[config.mk]
export PLATFORM = sky130hd
export DESIGN_NAME = udt_server_handshake
export DESIGN_NICKNAME = d
export VERILOG_FILES = /design/src/rtl/udt_server_handshake.sv
export SDC_FILE = /design/constraint.sdc
export NUM_CORES = 2
export LEC_CHECK = 0
export CAP_MARGIN = 15
export CORE_MARGIN = 5
export CORE_UTILIZATION = 45
export CTS_CLUSTER_DIAMETER = 40
export DETAILED_ROUTE_END_ITERATION = 10
export PLACE_DENSITY = 0.8
export SLEW_MARGIN = 0
export SYNTH_ARGS = -nofsm -noshare
export SYNTH_HDL_FRONTEND = slang
export SYNTH_SLANG_ARGS = --single-unit
[constraint.sdc]
create_clock -name core_clk -period 15.8 [get_ports core_clk]
set_input_delay 3.16 -clock core_clk [delete_from_list [all_inputs] [get_ports core_clk]]
set_output_delay 3.16 -clock core_clk [all_outputs]
set_load 0.02 [all_outputs]
[src/rtl/udt_server_handshake.sv]
// UDT listening-side connection manager: receives a regular-connect request, validates and
// negotiates it, and answers with the handshake response; exports the negotiated parameters.
module udt_server_handshake (
    input  logic        core_clk,
    input  logic        core_rst,
    input  logic        Req_Listen,
    input  logic        Req_Close,
    output logic        Res_Connect,
    output logic        Res_Close,
    input  logic [31:0] Local_ISN,
    input  logic [31:0] Local_SockID,
    input  logic [31:0] MSSize,
    input  logic [31:0] FlightFlagSize,
    input  logic [63:0] handshake_tdata,
    input  logic [7:0]  handshake_tkeep,
    input  logic        handshake_tvalid,
    output logic        handshake_tready,
    input  logic        handshake_tlast,
    output logic [63:0] rsp_tdata,
    output logic [7:0]  rsp_tkeep,
    output logic        rsp_tvalid,
    input  logic        rsp_tready,
    output logic        rsp_tlast,
    output logic [31:0] udt_state,
    output logic        state_valid,
    input  logic        state_ready,
    output logic [31:0] PeerISN,
    output logic [31:0] PeerSockID,
    output logic [31:0] Max_PktSize,
    output logic [31:0] Max_PayloadSize,
    output logic [31:0] FlowWindowSize,
    output logic [15:0] Drop_Count
);
    typedef enum logic [2:0] {
        S_CLOSED, S_LISTEN, S_RECV, S_CHECK, S_SEND, S_CONNECTED, S_DISCARD
    } state_t;

    state_t      state_q, state_d;
    logic        conn_q, conn_d;      // stable state to return to: 0 LISTEN, 1 CONNECTED
    logic        close_q, close_d;
    logic [2:0]  rx_cnt_q, rx_cnt_d;
    logic [2:0]  tx_cnt_q, tx_cnt_d;
    logic [63:0] rx_q [8];
    logic [63:0] rx_d [8];
    logic        rx_wr;
    logic [31:0] peer_isn_q, peer_isn_d, peer_sid_q, peer_sid_d;
    logic [31:0] mss_q, mss_d, flow_q, flow_d, pkt_q, pkt_d, pay_q, pay_d;
    logic [15:0] drop_q, drop_d;
    logic [1:0]  ustate_q, ustate_d;
    logic        valid_q, valid_d, res_conn_q, res_conn_d, res_close_q, res_close_d;
    logic        hs_fire, beat_bad, check_pass, drop_inc, finish;
    logic [31:0] mss_min;
    logic [63:0] rsp_word;
    logic        unused_bits;

    assign hs_fire  = handshake_tvalid && handshake_tready;
    assign beat_bad = (handshake_tkeep != 8'hFF) || (handshake_tlast != (rx_cnt_q == 3'd7));
    assign check_pass = rx_q[0][63] && (rx_q[0][62:48] == 15'd0) &&
                        (rx_q[2][63:32] == 32'd4) && (rx_q[4][31:0] == 32'd1) &&
                        (rx_q[3][31:0] >= 32'd76) &&
                        (!conn_q || (rx_q[5][63:32] == peer_sid_q));
    assign unused_bits = ^{rx_q[0][47:0], rx_q[1][31:0]};

    generate
        for (genvar gi = 0; gi < 8; gi++) begin : g_rx
            assign rx_d[gi] = (rx_wr && (rx_cnt_q == 3'(gi))) ? handshake_tdata : rx_q[gi];
        end
    endgenerate

    always_comb begin
        state_d     = state_q;
        conn_d      = conn_q;
        close_d     = close_q;
        rx_cnt_d    = rx_cnt_q;
        tx_cnt_d    = tx_cnt_q;
        rx_wr       = 1'b0;
        peer_isn_d  = peer_isn_q;
        peer_sid_d  = peer_sid_q;
        mss_d       = mss_q;
        flow_d      = flow_q;
        pkt_d       = pkt_q;
        pay_d       = pay_q;
        drop_inc    = 1'b0;
        finish      = 1'b0;
        res_conn_d  = 1'b0;
        res_close_d = 1'b0;
        mss_min     = (rx_q[3][31:0] < MSSize) ? rx_q[3][31:0] : MSSize;

        // A close arriving mid-packet is deferred until the packet is finished
        if (Req_Close && (state_q == S_RECV || state_q == S_CHECK ||
                          state_q == S_DISCARD || state_q == S_SEND))
            close_d = 1'b1;

        case (state_q)
            S_CLOSED: begin
                if (Req_Close) begin
                    res_close_d = 1'b1;
                end else if (Req_Listen) begin
                    state_d = S_LISTEN;
                    conn_d  = 1'b0;
                end
            end
            S_LISTEN, S_CONNECTED, S_RECV: begin
                if (Req_Close && state_q != S_RECV) begin
                    state_d     = S_CLOSED;
                    res_close_d = 1'b1;
                end else if (hs_fire) begin
                    if (beat_bad) begin
                        if (handshake_tlast) begin
                            drop_inc = 1'b1;
                            finish   = 1'b1;
                        end else begin
                            state_d = S_DISCARD;
                        end
                    end else begin
                        rx_wr    = 1'b1;
                        rx_cnt_d = rx_cnt_q + 3'd1;
                        state_d  = (rx_cnt_q == 3'd7) ? S_CHECK : S_RECV;
                    end
                end
            end
            S_DISCARD: begin
                if (hs_fire && handshake_tlast) begin
                    drop_inc = 1'b1;
                    finish   = 1'b1;
                end
            end
            S_CHECK: begin
                if (check_pass) begin
                    if (!conn_q) begin
                        peer_isn_d = rx_q[3][63:32];
                        peer_sid_d = rx_q[5][63:32];
                        mss_d      = mss_min;
                        pkt_d      = mss_min - 32'd28;
                        pay_d      = mss_min - 32'd44;
                        flow_d     = (rx_q[4][63:32] < FlightFlagSize) ? rx_q[4][63:32]
                                                                       : FlightFlagSize;
                    end
                    state_d  = S_SEND;
                    tx_cnt_d = 3'd0;
                end else begin
                    drop_inc = 1'b1;
                    finish   = 1'b1;
                end
            end
            S_SEND: begin
                if (rsp_tready) begin
                    tx_cnt_d = tx_cnt_q + 3'd1;
                    if (tx_cnt_q == 3'd7) begin
                        res_conn_d = !conn_q && !close_d;
                        conn_d     = 1'b1;
                        finish     = 1'b1;
                    end
                end
            end
            default: state_d = S_CLOSED;
        endcase

        if (finish) begin
            rx_cnt_d = 3'd0;
            if (close_d) begin
                state_d     = S_CLOSED;
                res_close_d = 1'b1;
                close_d     = 1'b0;
            end else begin
                state_d = conn_d ? S_CONNECTED : S_LISTEN;
            end
        end
        if (state_d == S_CLOSED) close_d = 1'b0;

        drop_d = (drop_inc && drop_q != 16'hFFFF) ? drop_q + 16'd1 : drop_q;

        ustate_d = ustate_q;
        if (state_d == S_CLOSED)         ustate_d = 2'd0;
        else if (state_d == S_LISTEN)    ustate_d = 2'd1;
        else if (state_d == S_CONNECTED) ustate_d = 2'd2;
        valid_d = (ustate_d != ustate_q) || (valid_q && !state_ready);
    end

    always_comb begin
        rsp_word = 64'd0;
        case (tx_cnt_q)
            3'd0: rsp_word = {32'h8000_0000, 32'd0};
            3'd1: rsp_word = {rx_q[1][63:32], peer_sid_q};
            3'd2: rsp_word = {32'd4, rx_q[2][31:0]};
            3'd3: rsp_word = {Local_ISN, mss_q};
            3'd4: rsp_word = {flow_q, 32'hFFFF_FFFF};
            3'd5: rsp_word = {Local_SockID, rx_q[5][31:0]};
            3'd6: rsp_word = rx_q[6];
            default: rsp_word = rx_q[7];
        endcase
    end

    always_ff @(posedge core_clk) begin
        if (core_rst) begin
            state_q     <= S_CLOSED;
            conn_q      <= 1'b0;
            close_q     <= 1'b0;
            rx_cnt_q    <= 3'd0;
            tx_cnt_q    <= 3'd0;
            peer_isn_q  <= '0;
            peer_sid_q  <= '0;
            mss_q       <= '0;
            flow_q      <= '0;
            pkt_q       <= '0;
            pay_q       <= '0;
            drop_q      <= '0;
            ustate_q    <= 2'd0;
            valid_q     <= 1'b0;
            res_conn_q  <= 1'b0;
            res_close_q <= 1'b0;
            for (int i = 0; i < 8; i++) rx_q[i] <= '0;
        end else begin
            state_q     <= state_d;
            conn_q      <= conn_d;
            close_q     <= close_d;
            rx_cnt_q    <= rx_cnt_d;
            tx_cnt_q    <= tx_cnt_d;
            peer_isn_q  <= peer_isn_d;
            peer_sid_q  <= peer_sid_d;
            mss_q       <= mss_d;
            flow_q      <= flow_d;
            pkt_q       <= pkt_d;
            pay_q       <= pay_d;
            drop_q      <= drop_d;
            ustate_q    <= ustate_d;
            valid_q     <= valid_d;
            res_conn_q  <= res_conn_d;
            res_close_q <= res_close_d;
            for (int i = 0; i < 8; i++) rx_q[i] <= rx_d[i];
        end
    end

    assign handshake_tready = (state_q == S_LISTEN) || (state_q == S_RECV) ||
                              (state_q == S_CONNECTED) || (state_q == S_DISCARD);
    assign rsp_tvalid       = (state_q == S_SEND);
    assign rsp_tdata        = rsp_tvalid ? rsp_word : 64'd0;
    assign rsp_tkeep        = {8{rsp_tvalid}};
    assign rsp_tlast        = rsp_tvalid && (tx_cnt_q == 3'd7);
    assign udt_state        = {30'd0, ustate_q};
    assign state_valid      = valid_q;
    assign Res_Connect      = res_conn_q;
    assign Res_Close        = res_close_q;
    assign PeerISN          = peer_isn_q;
    assign PeerSockID       = peer_sid_q;
    assign Max_PktSize      = pkt_q;
    assign Max_PayloadSize  = pay_q;
    assign FlowWindowSize   = flow_q;
    assign Drop_Count       = drop_q;
endmodule

==> run_results.csv <==
group,metric,value,unit
sta,fmaxAchievable,0.123,GHz
synth,synthTopCellsByArea,"dfxtp_1 (42%), nand2_1 (13%), a21oi_1 (10%), ha_1 (3.1%), nor2_1 (2.9%)",
layout,drive_above_1_share,6.37,%
detailed_routing,ant_nets,0,
clock_tree,ctsResizeCount,0,
power,leakage,13.4,nW
global_route,grt-ovfl-total,0,
die,start_util,45.5,%
worst_setup_path,startpoint,"MSSize[9]",
synth,synth_edf_count,0,
sta,rsz0062_at_grt,"false",
placed_design,pre_cts_ws,7.21,ns
sta,fin_crit_sh,51.6,%
sta,tightest_slew,1.16,ns
clock_tree,cts.sinks,650,
sta,drv_slew,0,
power,power_density,105,mW/mm^2
worst_setup_path,crit_slowest_cell,"clkdlybuf4s50_1",
worst_setup_path,worstSetupEndpoint,"Max_PayloadSize[28]$_SDFFE_PP0P_",
clock_tree,clock_latency,0.67,ns
sta,hold_viol,0,
worst_setup_path,critical_path.max_stage_delay,0.59,ns
synth,yosysTopAreaCellShare,42.5,%
sta,slew_headroom,22.5,%
sta,setup_ws,7.65,ns
min_path,min-delay-path-class,"reg2reg",
layout,final_area,0.0388,mm^2
clock_tree,clockRootBuffer,"clkbuf_16",
synth,syn_avg_cell_area,7.72,um^2
worst_setup_path,cp-end-kind,"register",
clock_tree,cts_hold_buf,0,
detailed_routing,dr.pass1.iters,10,
global_route,grt_antenna_before_repair,12,
synth,synth_cell_types,71,
power,p_comb_share,4.0,%
global_route,grt_pass1_vias,29245,
placed_design,port_buffers,463,
synth,synthesis.area,0.0306,mm^2
synth,synthArstFlopShare,0,%
worst_setup_path,crit_path_max_fanout,36,
power,switching_power,0.960,mW
placed_design,gp_congestion,0.973,
worst_setup_path,worst-endpoint-arrival,8.70,ns
worst_setup_path,reg2reg_depth,16,
global_route,track_usage,30.9,%
clock_tree,cts_max_level,3,
sta,fin_skew,0.0415,ns
clock_tree,clk_pin_slew,0.05,ns
worst_setup_path,crit_chain,"clkdlybuf4s50_1 -> inv_1 -> ha_1 -> a21oi_1 -> o21ai_0 -> a221oi_1 -> o211ai_1 -> o21ai_0 -> nand2_4 -> mux2_2 -> ha_1 -> o21ai_0 -> nand2_1 -> nor3_1 -> nand2_1 -> o21ai_0 -> a21oi_1 -> a311oi_1",
detailed_routing,post_drt_wl_per_cell,23.3,um
status,run_status,"finished, final reports clean",
power,ir_drop,102,uV
layout,final_util,57.6,%
synth,yosys.area.top_type,"dfxtp_1",
power,power.internal,3.13,mW
worst_setup_path,required,16.35,ns
worst_setup_path,path_common_cell,"o21ai_0",
detailed_routing,drc,0,
synth,syn_inst,3970,
synth,ys.flop_type,"dfxtp_1",
synth,yosysWarnings,0,
worst_setup_path,worst_setup_path_start_kind,"input pin",
sta,tns,0,ns
die,ioPinCount,494,
worst_setup_path,r2r-end,"Max_PayloadSize[28]$_SDFFE_PP0P_",
sta,layout_min_cycle_time,8.15,ns
worst_setup_path,r2r-start,"rx_q[0][201]$_SDFFE_PP0P_",
clock_tree,ctsLongestPathBuffers,3,
layout,nets,4532,
placed_design,place.detailed.hpwl,82.5,mm
layout,area_growth,26.6,%
detailed_routing,num_vias,31506,
die,die_h,271,um
die,rows,95,
die,dieArea,0.0734,mm^2
placed_design,placed_area,0.0353,mm^2
flow_run,cap_violations,0,
power,pwr-share-seq,40.2,%
detailed_routing,drt_wl_total,122,mm
global_route,grt_start_max_net_pins,221,
detailed_routing,viasPerCell,6.04,
clock_tree,cts_tree,"built",
global_route,grt_pass1_wl,179,mm
synth,ys_seq_elements,650,
worst_setup_path,r2r_slack,10.37,ns
die,coreArea,0.0674,mm^2
power,switching_share,23.5,%
sta,setup_viol,0,
clock_tree,cts_buffers,99,
worst_setup_path,crit_type,"in2reg",
detailed_routing,drtIter0Drc,4520,
die,die_w,271,um
synth,ys_seq_area_share,42.5,%
power,pwr-share-clk,55.8,%
layout,nFillCells,5908,
clock_tree,cts_setup_buffers,0,
worst min-delay path by stage:
stage | start | endpoint | cells after the start
after global placement | rx_q[0][418]$_SDFFE_PP0P_ | rx_q[0][418]$_SDFFE_PP0P_ | 2
after floorplan | rx_q[0][418]$_SDFFE_PP0P_ | rx_q[0][418]$_SDFFE_PP0P_ | 2
after global routing | rx_q[0][444]$_SDFFE_PP0P_ | rx_q[0][444]$_SDFFE_PP0P_ | 2
after CTS | rx_q[0][104]$_SDFFE_PP0P_ | rx_q[0][104]$_SDFFE_PP0P_ | 2
final | rx_q[0][111]$_SDFFE_PP0P_ | rx_q[0][111]$_SDFFE_PP0P_ | 2
after detailed placement | rx_q[0][104]$_SDFFE_PP0P_ | rx_q[0][104]$_SDFFE_PP0P_ | 2
critical path, delay by kind of cell:
family | cells | cell delay (ns)
adder cells (fa/ha/maj) | 2 | 0.58
buffers and inverters | 2 | 0.74
AO/OA/AOI/OAI | 9 | 2.66
AND/OR/NAND/NOR | 4 | 1.13
multiplexers | 1 | 0.41
synth_stat cells, types with 7 or more instances:
| cell | count |
|---|---|
| a211o_1 | 12 |
| a211oi_1 | 109 |
| a21o_1 | 18 |
| a21oi_1 | 627 |
| a221o_1 | 29 |
| a221oi_1 | 46 |
| a222oi_1 | 32 |
| a22o_1 | 26 |
| a22oi_1 | 31 |
| a31oi_1 | 10 |
| and2_1 | 7 |
| and3_1 | 11 |
| buf_1 | 30 |
| buf_2 | 24 |
| buf_4 | 61 |
| clkbuf_1 | 237 |
| dfxtp_1 | 650 |
| ha_1 | 76 |
| inv_1 | 81 |
| mux2_2 | 18 |
| mux2i_1 | 76 |
| nand2_1 | 1094 |
| nand2b_1 | 10 |
| nand3_1 | 49 |
| nand4_1 | 37 |
| nor2_1 | 240 |
| nor3_1 | 29 |
| nor3b_1 | 8 |
| nor4_1 | 54 |
| nor4b_1 | 8 |
| o211ai_1 | 8 |
| o21ai_0 | 40 |
| xnor2_1 | 83 |
| xor2_1 | 26 |
final cells by class:
cell class	instances	area, um^2	area share [%]
clock inverter	60	805	2.07
timing repair buffer	504	4970	12.8
clock buffer	125	2700	6.95
multi-input combinational	2912	15900	41.0
inverter	81	304	0.783
antenna	8	20.0	0.0516
sequential	650	13000	33.5
tap	873	1090	2.81
power groups by stage:
stage	Sequential (mW)	Combinational, mW	Clock (mW)
2_1_floorplan	1.68	0.0653	0
3_3_place_gp	1.68	0.158	0
3_5_place_dp	1.68	0.158	0
4_1_cts	1.64	0.159	2.30
5_1_grt	1.64	0.170	2.37
6_report	1.64	0.164	2.28
stage by stage:
| step | total power [mW] | hold WS (ns) | std cells |
|---|---|---|---|
| final | 4.09 | 0.449 | 5213 |
| after global routing | 4.18 | 0.463 | 5213 |
| after CTS | 4.10 | 0.451 | 5205 |
| after detailed placement | 1.83 | 0.444 | 5020 |
| after global placement | 1.83 | 0.436 | 5019 |
| after floorplan | 1.74 | 0.427 | 3999 |
cell usage in the layout, fill, tap and decap left out, types with 29 or more instances in the layout:
cell	Yosys	layout
conb_1	1	30
nor4_1	54	52
a222oi_1	32	32
buf_4	61	38
o21ai_0	40	40
a221o_1	29	29
nand2_1	1094	1089
ha_1	76	73
inv_1	81	81
mux2i_1	76	76
dfxtp_1	650	649
a211oi_1	109	109
nand4_1	37	37
a21oi_1	627	627
clkdlybuf4s50_1	0	462
nor2_1	240	240
a221oi_1	46	46
nand3_1	49	46
a22oi_1	31	31
clkbuf_16	0	100
xnor2_1	83	83
layer usage:
| layer | vias up | share of wire [%] | routed length [um] | GRT usage [%] |
|---|---|---|---|---|
| li1 | 14198 | - | - | - |
| met1 | 14805 | 38 | 45800 | 39.4 |
| met2 | 2064 | 44 | 53600 | 47.3 |
| met3 | 433 | 12 | 14200 | 8.33 |
| met4 | 6 | 6.5 | 7900 | 17.8 |
| met5 | - | 0.044 | 53 | 0 |
state kept, by name, summed over array words and instances (netlist names), 2 cells and up:
| name | count |
|---|---|
| rx_cnt_q | 3 |
| Drop_Count | 16 |
| mss_q | 32 |
| tx_cnt_q | 3 |
| rx_q | 432 |
| PeerISN | 32 |
| state_q | 3 |
| Max_PktSize | 30 |
| Max_PayloadSize | 28 |
| PeerSockID | 32 |
| ustate_q | 2 |
| FlowWindowSize | 32 |
logic make-up after synthesis:
group,Yosys count,share of synthesized area [%]
and+or+nand+nor,1589,21.5
other,1,0.0122
buffers and inverters,437,6.30
xor gates and xnor gates,109,3.12
muxes,94,3.14
adders and majority gates,76,3.10
AOI/OAI and AO/OA,1014,20.4
DFF,650,42.5
Note: power is estimated with default switching activity, not from simulation.
